### src/rtl/cla_serial_add16_ctrl_pkg.sv
// Shared types and constants for the nibble-serial 16-bit add/sub controller.
package cla_serial_add16_ctrl_pkg;
  localparam int SLICE_W = 4;
  typedef enum logic [1:0] {IDLE, RUN, DONE} state_t;
endpackage

### src/rtl/cla_serial_add16_ctrl_if.sv
// Request/result bundle between a requester and the serial add/sub controller.
interface cla_serial_add16_ctrl_if #(parameter int NIBBLES = 4);
  localparam int W = 4 * NIBBLES;
  logic         Start;
  logic         Sub;
  logic [W-1:0] A;
  logic [W-1:0] B;
  logic [W-1:0] Sum;
  logic         CO;
  logic         V;
  logic         Busy;
  logic         Done;

  modport master (output Start, Sub, A, B, input Sum, CO, V, Busy, Done);
  modport slave  (input Start, Sub, A, B, output Sum, CO, V, Busy, Done);
endinterface

### src/rtl/cla_serial_add16_ctrl_cla4.sv
// 4-bit carry-lookahead adder slice; carries come from generate/propagate terms.
module carry_lookahead_adder4 (
  input  logic [3:0] a,
  input  logic [3:0] b,
  input  logic       ci,
  output logic [3:0] s,
  output logic       co
);
  logic [3:0] g, p;
  logic [3:1] c;

  assign g = a & b;
  assign p = a ^ b;

  assign c[1] = g[0] | (p[0] & ci);
  assign c[2] = g[1] | (p[1] & g[0]) | (p[1] & p[0] & ci);
  assign c[3] = g[2] | (p[2] & g[1]) | (p[2] & p[1] & g[0]) | (p[2] & p[1] & p[0] & ci);
  assign co   = g[3] | (p[3] & g[2]) | (p[3] & p[2] & g[1]) | (p[3] & p[2] & p[1] & g[0])
              | (p[3] & p[2] & p[1] & p[0] & ci);

  assign s = p ^ {c[3], c[2], c[1], ci};
endmodule

### src/rtl/cla_serial_add16_ctrl.sv
// W-bit add/subtract done by reusing one 4-bit CLA slice, LS nibble first.
// Subtract is A + ~B + 1: the inverted B is captured and the carry seeded with 1.
module cla_serial_add16_ctrl
  import cla_serial_add16_ctrl_pkg::*;
#(
  parameter int NIBBLES = 4
) (
  input  logic                       Clk,
  input  logic                       Reset,
  cla_serial_add16_ctrl_if.slave     bus
);
  localparam int IDX_W = (NIBBLES > 1) ? $clog2(NIBBLES) : 1;

  state_t state, state_nxt;

  logic [NIBBLES-1:0][SLICE_W-1:0] opa, opb, sum_q;
  logic                            cy, co_q, v_q;
  logic [IDX_W-1:0]                idx;
  logic [SLICE_W-1:0]              s_sl;
  logic                            co_sl;
  logic                            last;

  assign last = (idx == IDX_W'(NIBBLES - 1));

  carry_lookahead_adder4 u_cla (
    .a  (opa[idx]),
    .b  (opb[idx]),
    .ci (cy),
    .s  (s_sl),
    .co (co_sl)
  );

  always_ff @(posedge Clk or posedge Reset) begin
    if (Reset) state <= IDLE;
    else       state <= state_nxt;
  end

  // DONE waits for Start to drop so a held request never retriggers.
  always_comb begin
    state_nxt = state;
    case (state)
      IDLE:    if (bus.Start) state_nxt = RUN;
      RUN:     if (last)      state_nxt = DONE;
      DONE:    if (!bus.Start) state_nxt = IDLE;
      default: state_nxt = IDLE;
    endcase
  end

  always_ff @(posedge Clk or posedge Reset) begin
    if (Reset) begin
      opa   <= '0;
      opb   <= '0;
      sum_q <= '0;
      cy    <= 1'b0;
      co_q  <= 1'b0;
      v_q   <= 1'b0;
      idx   <= '0;
    end else begin
      case (state)
        IDLE: if (bus.Start) begin
          opa   <= bus.A;
          opb   <= bus.Sub ? ~bus.B : bus.B;
          cy    <= bus.Sub;
          idx   <= '0;
          sum_q <= '0;
          co_q  <= 1'b0;
          v_q   <= 1'b0;
        end
        RUN: begin
          sum_q[idx] <= s_sl;
          cy         <= co_sl;
          if (last) begin
            co_q <= co_sl;
            // Overflow: like-signed operands produced a result of the other sign.
            v_q  <= (opa[NIBBLES-1][SLICE_W-1] == opb[NIBBLES-1][SLICE_W-1]) &&
                    (s_sl[SLICE_W-1] != opa[NIBBLES-1][SLICE_W-1]);
            idx  <= '0;
          end else begin
            idx  <= idx + 1'b1;
          end
        end
        default: ;
      endcase
    end
  end

  assign bus.Sum  = sum_q;
  assign bus.CO   = co_q;
  assign bus.V    = v_q;
  assign bus.Busy = (state == RUN);
  assign bus.Done = (state == DONE);
endmodule

### src/flat_wrapper.sv
// flat-port wrapper written by rule: the top's interface ports become plain ports
module cla_serial_add16_ctrl_flat import cla_serial_add16_ctrl_pkg::*;
#(
  parameter int NIBBLES = 4
)
  (Clk, Reset, bus_Start, bus_Sub, bus_A, bus_B, bus_Sum, bus_CO, bus_V, bus_Busy, bus_Done);
  cla_serial_add16_ctrl_if #(.NIBBLES(NIBBLES)) bus_i ();
  input  logic Clk;
  input  logic Reset;
  input wire logic [$bits(bus_i.Start)-1:0] bus_Start;
  input wire logic [$bits(bus_i.Sub)-1:0] bus_Sub;
  input wire logic [$bits(bus_i.A)-1:0] bus_A;
  input wire logic [$bits(bus_i.B)-1:0] bus_B;
  output wire logic [$bits(bus_i.Sum)-1:0] bus_Sum;
  output wire logic [$bits(bus_i.CO)-1:0] bus_CO;
  output wire logic [$bits(bus_i.V)-1:0] bus_V;
  output wire logic [$bits(bus_i.Busy)-1:0] bus_Busy;
  output wire logic [$bits(bus_i.Done)-1:0] bus_Done;
  assign bus_i.Start = bus_Start;
  assign bus_i.Sub = bus_Sub;
  assign bus_i.A = bus_A;
  assign bus_i.B = bus_B;
  assign bus_Sum = bus_i.Sum;
  assign bus_CO = bus_i.CO;
  assign bus_V = bus_i.V;
  assign bus_Busy = bus_i.Busy;
  assign bus_Done = bus_i.Done;
  cla_serial_add16_ctrl #(.NIBBLES(NIBBLES)) u_core (.Clk(Clk), .Reset(Reset), .bus(bus_i));
endmodule
### config.mk
export PLATFORM = sky130hd
export DESIGN_NAME = cla_serial_add16_ctrl_flat
export DESIGN_NICKNAME = d
export VERILOG_FILES = /design/src/rtl/cla_serial_add16_ctrl_pkg.sv /design/src/rtl/cla_serial_add16_ctrl_if.sv /design/src/rtl/cla_serial_add16_ctrl_cla4.sv /design/src/rtl/cla_serial_add16_ctrl.sv /design/src/flat_wrapper.sv
export SDC_FILE = /design/constraint.sdc
export NUM_CORES = 1
export LEC_CHECK = 0
export BUFFER_PORTS_ARGS = -buffer_cell sky130_fd_sc_hd__buf_2
export CAP_MARGIN = 20
export CORE_UTILIZATION = 35
export DETAILED_ROUTE_END_ITERATION = 8
export PLACE_DENSITY = 0.61
export SYNTH_ARGS = -nofsm -noshare
export SYNTH_HDL_FRONTEND = slang
export SYNTH_SLANG_ARGS = --single-unit
export TNS_END_PERCENT = 20
### constraint.sdc
create_clock -name Clk -period 2.39 [get_ports Clk]
set_clock_uncertainty 0.05 [all_clocks]
set_input_delay 0.478 -clock Clk [delete_from_list [all_inputs] [get_ports Clk]]
set_output_delay 0.478 -clock Clk [all_outputs]
set_load 0.05 [all_outputs]
Yosys cells after proc, flatten, opt, wreduce, memory -nomap -nowiden

Cells that the tools add are included.
W data, S select, Z words.

$add $sub $neg: 1
Eq/ne operators: 8
Multiplexer cells: 24
Reductions and logical operators: 8
Bitwise logic cells: 30
$lt $le $gt $ge: 2

Operators by type and width:

| operator              | number |
|---|---|
| $mux W16              | 2 |
| $pmux W16 S2          | 1 |
| $and A1 B1 Y1         | 16 |
| $bmux W4 S2           | 2 |
| $bwmux W16            | 1 |
| $not A16 Y16          | 1 |
| $mux W4               | 3 |
| $mux W2               | 5 |
| $or A1 B1 Y1          | 10 |
| $demux W4 S2          | 1 |
| $xor A4 B4 Y4         | 2 |
| $pmux W1 S2           | 3 |
| $pmux W2 S3           | 1 |
| $reduce_and A3 Y1     | 2 |
| $and A4 B4 Y4         | 1 |
| $eq A2 B2 Y1 const B  | 2 |
| $mux W1               | 4 |
| $ne A2 B2 Y1 const B  | 2 |
| $pmux W2 S2           | 1 |
| $reduce_and A2 Y1     | 2 |
| $lt A2 B3 Y1 const B  | 1 |
| $add A2 B1 Y2 const B | 1 |
| $eq A2 B1 Y1 const B  | 1 |
| $ge A2 B1 Y1 const B  | 1 |
| 6 further kinds       | 7 |

Output and inout port bits: 20
Input port bits: 36
Register bits: 55
Word-level logic and storage cells: 90

Longest topological paths before layout

Gate-level depths: netlist (run 1).

Depth in word-level cells: 12
Gate-level depth with buffers: 7
Mapped depth without buffers: 6

Modules after synthesis

From an unflattened synthesis (run 1), not the netlist that was laid out.

Cell total of the unflattened synthesis: 249
Area total of the unflattened synthesis: 2787.7 µm²

Modules (own cells, without submodules):

| module                 | area an instance (µm²) | times used | cells an instance | sequential area each (µm²) |
|---|---|---|---|---|
| cla_serial_add16_ctrl  | 2640.0                 | 1          | 232               | 1376.3 |
| carry_lookahead_adder4 | 147.6                  | 1          | 17                | 0.0 |

Worst setup path after synthesis (run 1)

No wires, ideal clock.

Path kind: register to register
Start: register u_core.idx[0]
End: register u_core.cy
Clock period less this slack: 2.563 ns
Slack: -0.173 ns
Setup time: 0.126 ns
Data arrival time: 2.387 ns
Buffers on the path: 1
Data required time: 2.214 ns
Cell stages (with the launch flop): 8
Path through: dfrtp_1 -> buf_2 -> mux4_2 -> ha_1 -> and3_4 -> a2111oi_4 -> nor2_2 -> a221o_1

Longest elaborated chain between the ends: 9
Elaborated cells on any way between the ends: 18
Those cells by class: 5 x mux; 13 x bitwise

Ends and longest elaborated chain:

| element                                            | RTL line                                                           | RTL |
|---|---|---|
| start, declared                                    | cla_serial_add16_ctrl.sv:18                                        | `logic [IDX_W-1:0] idx;` |
| start signal, assigned                             | cla_serial_add16_ctrl.sv:79                                        | `idx <= idx + 1'b1;` |
| $bmux W4 S2 (on tied branches)                     | cla_serial_add16_ctrl.sv:26, cla_serial_add16_ctrl.sv:27           |  |
| $mux W4 (on tied branches)                         | cla_serial_add16_ctrl.sv:26, cla_serial_add16_ctrl.sv:27           |  |
| $xor A4 B4 Y4 or $and A4 B4 Y4 (tied branches)     | cla_serial_add16_ctrl_cla4.sv:13, cla_serial_add16_ctrl_cla4.sv:12 |  |
| $and A1 B1 Y1 (on tied branches)                   | cla_serial_add16_ctrl_cla4.sv:18, cla_serial_add16_ctrl_cla4.sv:19 |  |
| $or A1 B1 Y1 (tied with other cells) (2 in series) | cla_serial_add16_ctrl_cla4.sv:18                                   | `assign co = g[3] \| (p[3] & g[2]) \| (p[3] & p[2] & g[1]) \| (p[3] & p[2] & p[1] & g[0])` |
| $or A1 B1 Y1 or $and A1 B1 Y1 (tied branches)      | cla_serial_add16_ctrl_cla4.sv:18, cla_serial_add16_ctrl_cla4.sv:19 |  |
| $or A1 B1 Y1 (*)                                   | cla_serial_add16_ctrl_cla4.sv:19                                   | `\| (p[3] & p[2] & p[1] & p[0] & ci);` |
| $pmux W1 S2 (*)                                    | cla_serial_add16_ctrl.sv:59                                        | `case (state)` |
| end signal, assigned                               | cla_serial_add16_ctrl.sv:63                                        | `cy <= bus.Sub;` |
| end signal, assigned                               | cla_serial_add16_ctrl.sv:71                                        | `cy <= co_sl;` |
| end, declared                                      | cla_serial_add16_ctrl.sv:17                                        | `logic cy, co_q, v_q;` |

Every way passes the cells marked *; elsewhere a longest branch is shown, timed or not. The select of a mux whose other input is x is not followed.
A chain may end at the register's enable or synchronous reset.

Final worst setup path (run 1)

Same ends and word-level chain as after synthesis.

==> impl_metrics.py, run 1 <==
metrics = {
    "synth": {
        "synth_fp_nets": 262,
        "synth_top_area_cell": "sky130_fd_sc_hd__dfrtp_1",
        "ys_seq_elements": 55,
        "yosys-top-cells-count": "sky130_fd_sc_hd__dfrtp_1, sky130_fd_sc_hd__a21oi_1, sky130_fd_sc_hd__nor2_1, sky130_fd_sc_hd__xnor2_1, sky130_fd_sc_hd__mux2_2",
        "yosysWarnings": 0,
        "yosys.area_share.xor_xnor_pct": 5.87,
        "post_synthesis_simple_gate_area_fraction_pct": 6.99,
        "synthTopCellsByArea": "sky130_fd_sc_hd__dfrtp_1, sky130_fd_sc_hd__mux2_2, sky130_fd_sc_hd__mux4_2, sky130_fd_sc_hd__xnor2_1, sky130_fd_sc_hd__a32o_1",
        "synth_enable_flop_cells": 0,
        "synth_top_family_by_area": "compound AO/OA/AOI/OAI gates",
        "synth.area.mux_share_pct": 13.4,
        "async_flop_share_pct": 100,
        "compound_cell_area_share_of_the_yosys_netlist_pct": 14.2,
        "yosysTopAreaCellShare_pct": 51.3,
        "ys_flop_type": "sky130_fd_sc_hd__dfrtp_1",
        "synthesis.area_um2": 2680,
        "synthAdderAreaFrac_pct": 4.48,
        "synth_most_common_cell": "sky130_fd_sc_hd__dfrtp_1",
        "ys_types": 35,
        "synth_area_per_cell_um2": 12.4,
        "synth_cells": 217,
        "ys_seq_area_share_pct": 51.3,
    },
    "finish": {
        "postLayoutCellArea_um2": 3360,
        "area_growth_pct": 25.1,
        "post-route-util_pct": 45.8,
        "finalNonFillerCells": 381,
        "antennaDiodeCount": 0,
        "drive_above_1_share_pct": 42.9,
        "final_nets": 326,
    },
    "clocking": {
        "cts-root-buf": "sky130_fd_sc_hd__clkbuf_8",
        "clock_tree.htree_level_count": 2,
        "clk_transition_reported_paths_ns": 0.09,
        "longest_clk_path_bufs": 2,
        "numCtsBuffers": 5,
        "tritoncts_clock_tree": "yes",
        "clock_insertion_delay_worst_skew_ns": 0.31,
        "cts.sinks": 55,
        "cts_hold_buffers": 0,
    },
    "global_routing": {
        "grt_util_overall_pct": 15.3,
        "largest_net_degree_at_the_start_of_global_routing": 40,
        "grt_overflow": 0,
        "wire_length_of_the_first_global_routing_pass_um": 9090,
        "first_global_vias": 1850,
        "grt_antenna_before_repair": 0,
    },
    "die": {
        "die_x_um": 89.6,
        "die_footprint_um2": 8020,
        "core_area_um2": 7330,
        "die_y_um": 89.6,
        "core.rowCount": 31,
        "ioPinCount": 56,
        "initial_core_utilization_pct": 36.6,
    },
    "timing": {
        "finalCriticalPeriod_ns": 2.45,
        "setup_total_negative_slack_ns": -0.212,
        "part_of_the_cycle_the_worst_path_needs_pct": 103,
        "final-hold-violation-count": 0,
        "max_clock_freq_mhz": 408,
        "setup_ws_ns": -0.0605,
        "tightest_slew_ns": 0.485,
        "relSlewSlack_pct": 67.6,
        "grt_setup_unrepaired": "true",
        "setup_violations": 7,
        "slew_viol_final": 0,
    },
    "hold_path": {
        "min_path_type": "in -> async",
    },
    "routing": {
        "antenna_left": 0,
        "route.layer.met1.wl_um": 2520,
        "vias_per_cell": 4.97,
        "drt-wirelength-per-cell_um": 14.5,
        "detailed_route_wl_um": 5530,
        "maxUsedRoutingLayer": "met4",
        "initialDrtViolationCount": 100,
        "dr_wl_met2_um": 2720,
        "route.met3.wl_um": 219,
        "drc_errors": 0,
        "vias": 1894,
        "drtPass1Iterations": 4,
    },
    "place": {
        "dp_hpwl_um": 3940,
        "dp.cells": 369,
        "place.gp.congestion": 0.851,
        "buffer_ports.inserted": 55,
        "dpl_cell_area_um2": 3190,
    },
    "critical_path": {
        "worstSetupEndpointType": "register",
        "worst-r2r-setup-slack_ns": -0.06,
        "worst-path-max-fanout": 5,
        "timing_worst_setup_path_type": "reg -> reg",
        "required_ns": 2.53,
        "critPathLaunchType": "register",
        "arrival_ns": 2.59,
    },
    "status": {
        "outcome": "complete, but fails checks",
        "failed_checks": "negative setup slack",
    },
    "run": {
        "cap_violations": 0,
    },
}
==> cell usage in the layout, fill, tap and decap left out, drive strengths merged <==
master / instances
a2111oi: 1
a211oi: 2
a21o: 1
a21oi: 22
a221o: 2
a22o: 1
a32o: 12
and2: 2
and3: 2
buf: 70
clkbuf: 6
clkinv: 1
clkinvlp: 1
dfrtp: 55
fa: 1
ha: 8
inv: 7
mux2: 16
mux4: 8
nand2: 12
nand2b: 1
nand4: 1
nor2: 19
nor2b: 1
nor3: 1
nor3b: 1
o21ai: 6
o21bai: 2
o31ai: 2
xnor2: 18
==> through the flow <==
stage | hold WS (ns) | setup WS (ns)
final | 0.127 | -0.0605
after global routing | 0.156 | -0.107
after CTS | 0.138 | -0.0475
after detailed placement | 0.418 | -0.105
after global placement | 0.407 | -0.0460
after floorplan | 0.425 | -0.00502
==> cell type report <==
| class | count | area [µm²] |
|---|---|---|
| clock buffer | 6 | 72.6 |
| multi-input combinational | 142 | 1300 |
| tap | 99 | 124 |
| inverter | 7 | 26.3 |
| timing repair buffer | 70 | 445 |
| fill | 687 | 3970 |
| clock inverter | 2 | 12.5 |
| sequential | 55 | 1380 |
==> critical path: stages (launching register included) <==
cell,delay (ns)
sky130_fd_sc_hd__dfrtp_2,0.41
sky130_fd_sc_hd__buf_12,0.13
sky130_fd_sc_hd__mux4_2,0.55
sky130_fd_sc_hd__ha_4,0.28
sky130_fd_sc_hd__a21o_4,0.24
sky130_fd_sc_hd__a2111oi_4,0.34
sky130_fd_sc_hd__nor2_2,0.09
sky130_fd_sc_hd__a221o_1,0.26
==> path summary, 6_finish.rpt <==
check	from	end	depth (start not counted)
hold reg to reg	u_core.bus.Sum[0]	u_core.bus.Sum[0]	2
max in group asynchronous	Reset	u_core.idx[0]	3
setup reg to reg	u_core.idx[0]	u_core.cy	7
min in group Clk	bus_A[10]	u_core.opa[10]	2
hold / removal	Reset	u_core.opa[1]	2
setup / recovery	u_core.idx[0]	u_core.cy	7
==> kinds of logic (layout without fill, tap and decap cells) <==
group	after synthesis	count (layout)
muxes	24	24
buffers and inverters	20	85
adders and majority gates	9	9
xor gates and xnor gates	18	18
AOI/OAI and AO/OA	51	51
and+or+nand+nor	40	40
DFF	55	55
==> layer usage <==
layer  track usage (%)  up-vias
met4              5.05        0
met3              3.32        5
li1                  -      910
met5                 0        -
met1              20.1      932
met2              25.1       47
==> registers in the layout, indices dropped and copies added (netlist names) <==
name and count:
u_core.state 2, u_core.opb 16, u_core.bus.V 1, u_core.bus.Sum 16, u_core.bus.CO 1, u_core.cy 1
u_core.idx 2, u_core.opa 16
==> timing repair <==
| action | in CTS | in global routing |
|---|---|---|
| buffers inserted | 4 | 0 |
| gates cloned | 1 | 0 |
| pin swaps | 6 | 13 |
| endpoints found under the setup margin | 11 | 11 |
| gates resized for setup | 6 | 8 |
Power of run 1 is left out: the tool's default activity adds up to more than one toggle a clock period on the data nets, which glitch-free logic cannot reach.
==> inputs of run 2 (changes only) <==
SETUP_SLACK_MARGIN = 0.4   (was default)
==> impl_metrics.py, run 2 (same netlist as run 1, synthesis figures left out) <==
metrics = {
    "clocking": {
        "clock_tree.htree_level_count": 2,
        "cts_hold_buffers": 0,
        "clock_insertion_delay_worst_skew_ns": 0.31,
        "clk_transition_reported_paths_ns": 0.10,
        "tritoncts_clock_tree": "yes",
        "cts-root-buf": "sky130_fd_sc_hd__clkbuf_8",
        "longest_clk_path_bufs": 2,
        "cts.sinks": 55,
        "numCtsBuffers": 5,
    },
    "timing": {
        "finalCriticalPeriod_ns": 2.45,
        "setup_violations": 3,
        "setup_total_negative_slack_ns": -0.101,
        "final-hold-violation-count": 0,
        "part_of_the_cycle_the_worst_path_needs_pct": 102,
        "max_clock_freq_mhz": 408,
        "relSlewSlack_pct": 59.5,
        "grt_setup_unrepaired": "true",
        "tightest_slew_ns": 0.606,
        "setup_ws_ns": -0.0589,
        "slew_viol_final": 0,
    },
    "place": {
        "dp_hpwl_um": 4000,
        "place.gp.congestion": 0.781,
        "pre_cts_ws_ns": -0.00895,
        "dpl_cell_area_um2": 3210,
        "buffer_ports.inserted": 55,
    },
    "critical_path": {
        "critPathLaunchType": "register",
        "cp_max_delay_cell": "sky130_fd_sc_hd__mux4_2",
        "worst-r2r-setup-slack_ns": -0.06,
        "critPathLaunch": "u_core.idx[0]",
        "reg2reg_to": "u_core.cy",
        "critical-path-top-delay-family": "compound AO/OA/AOI/OAI gates",
        "cp.depth": 7,
        "worstSetupEndpointType": "register",
        "regToRegStartpoint": "u_core.idx[0]",
        "arrival_ns": 2.60,
        "worst-path-max-fanout": 7,
        "crit_buf_inv": 1,
        "timing_worst_setup_path_type": "reg -> reg",
        "crit_end": "u_core.cy",
        "critical_path.cell_chain": "buf_12, mux4_2, ha_4, a21o_4, a2111oi_4, nor2_2, a221o_1",
        "r2r.worst_path.cells": 7,
        "slowest_delay_ns": 0.55,
        "required_ns": 2.54,
    },
    "routing": {
        "detailed_route_wl_um": 5520,
        "drc_errors": 0,
        "vias": 1869,
        "initialDrtViolationCount": 73,
        "vias_per_cell": 4.94,
        "drt-wirelength-per-cell_um": 14.6,
        "drtPass1Iterations": 4,
        "antenna_left": 0,
    },
    "die": {
        "initial_core_utilization_pct": 36.6,
        "ioPinCount": 56,
        "core.rowCount": 31,
        "die_footprint_um2": 8020,
        "core_area_um2": 7330,
        "die_y_um": 89.6,
        "die_x_um": 89.6,
    },
    "finish": {
        "final_nets": 323,
        "multi_input_comb_area_um2": 1300,
        "drive_above_1_share_pct": 43.4,
        "antennaDiodeCount": 0,
        "area_growth_pct": 25.4,
        "postLayoutCellArea_um2": 3370,
        "final_common_cell": "sky130_fd_sc_hd__dfrtp_1",
        "nFillCells": 686,
        "post-route-util_pct": 45.9,
        "highest_count_cells_in_the_layout_ignoring_fill_and_taps": "sky130_fd_sc_hd__dfrtp_1, sky130_fd_sc_hd__buf_2, sky130_fd_sc_hd__a21oi_1, sky130_fd_sc_hd__nor2_1, sky130_fd_sc_hd__xnor2_1",
        "seq_area_um2": 1380,
    },
    "status": {
        "failed_checks": "negative setup slack",
        "outcome": "complete, but fails checks",
    },
    "global_routing": {
        "wire_length_of_the_first_global_routing_pass_um": 9220,
        "first_global_vias": 1793,
        "grt_overflow": 0,
        "grt_util_overall_pct": 15.5,
        "largest_net_degree_at_the_start_of_global_routing": 57,
        "grt_antenna_before_repair": 0,
    },
    "run": {
        "cap_violations": 0,
    },
    "hold_path": {
        "min_path_type": "in -> async",
    },
}
[run 2: how the worst min path moves through the flow]
| stage | startpoint | endpoint | slack (ns) |
|---|---|---|---|
| 4_1_cts | Reset | u_core.opa[10] | 0.20 |
| 3_5_place_dp | u_core.bus.Sum[8] | u_core.bus.Sum[8] | 0.42 |
| 2_1_floorplan | u_core.opa[11] | u_core.opa[11] | 0.43 |
| 5_1_grt | Reset | u_core.opa[14] | 0.23 |
| 6_report | Reset | u_core.opa[9] | 0.18 |
| 3_3_place_gp | u_core.bus.Sum[0] | u_core.bus.Sum[0] | 0.41 |
[run 2: final cells by class]
type,count,share of cell area (%)
flip-flops and latches,55,40.9
multi-input cells,142,38.5
repair buffers,67,12.6
well taps,99,3.68
clock buffers,6,2.45
clock inverters,2,1.04
inverters,7,0.781
[run 2: layer usage]
metal,track usage (%),up-vias,wire length [µm]
met1,19.9,911,2540
met5,0,-,0
met4,5.19,0,77
met2,26.0,43,2690
li1,-,907,-
met3,3.23,8,221
[run 2: through the flow]
stage / hold WS (ns) / instances
after global routing: 0.226 / 378
after global placement: 0.411 / 369
after floorplan: 0.425 / 217
after CTS: 0.197 / 378
after detailed placement: 0.418 / 369
final: 0.177 / 378
[run 2: repair_timing]
item | in CTS | in global routing
endpoints found under the setup margin | 19 | 20
pin swaps | 14 | 8
gates resized for setup | 11 | 3
endpoints found under the hold margin | 0 | 0
setup buffers | 1 | 0
cloned | 0 | 0
Power of run 2 is left out for the same reason.
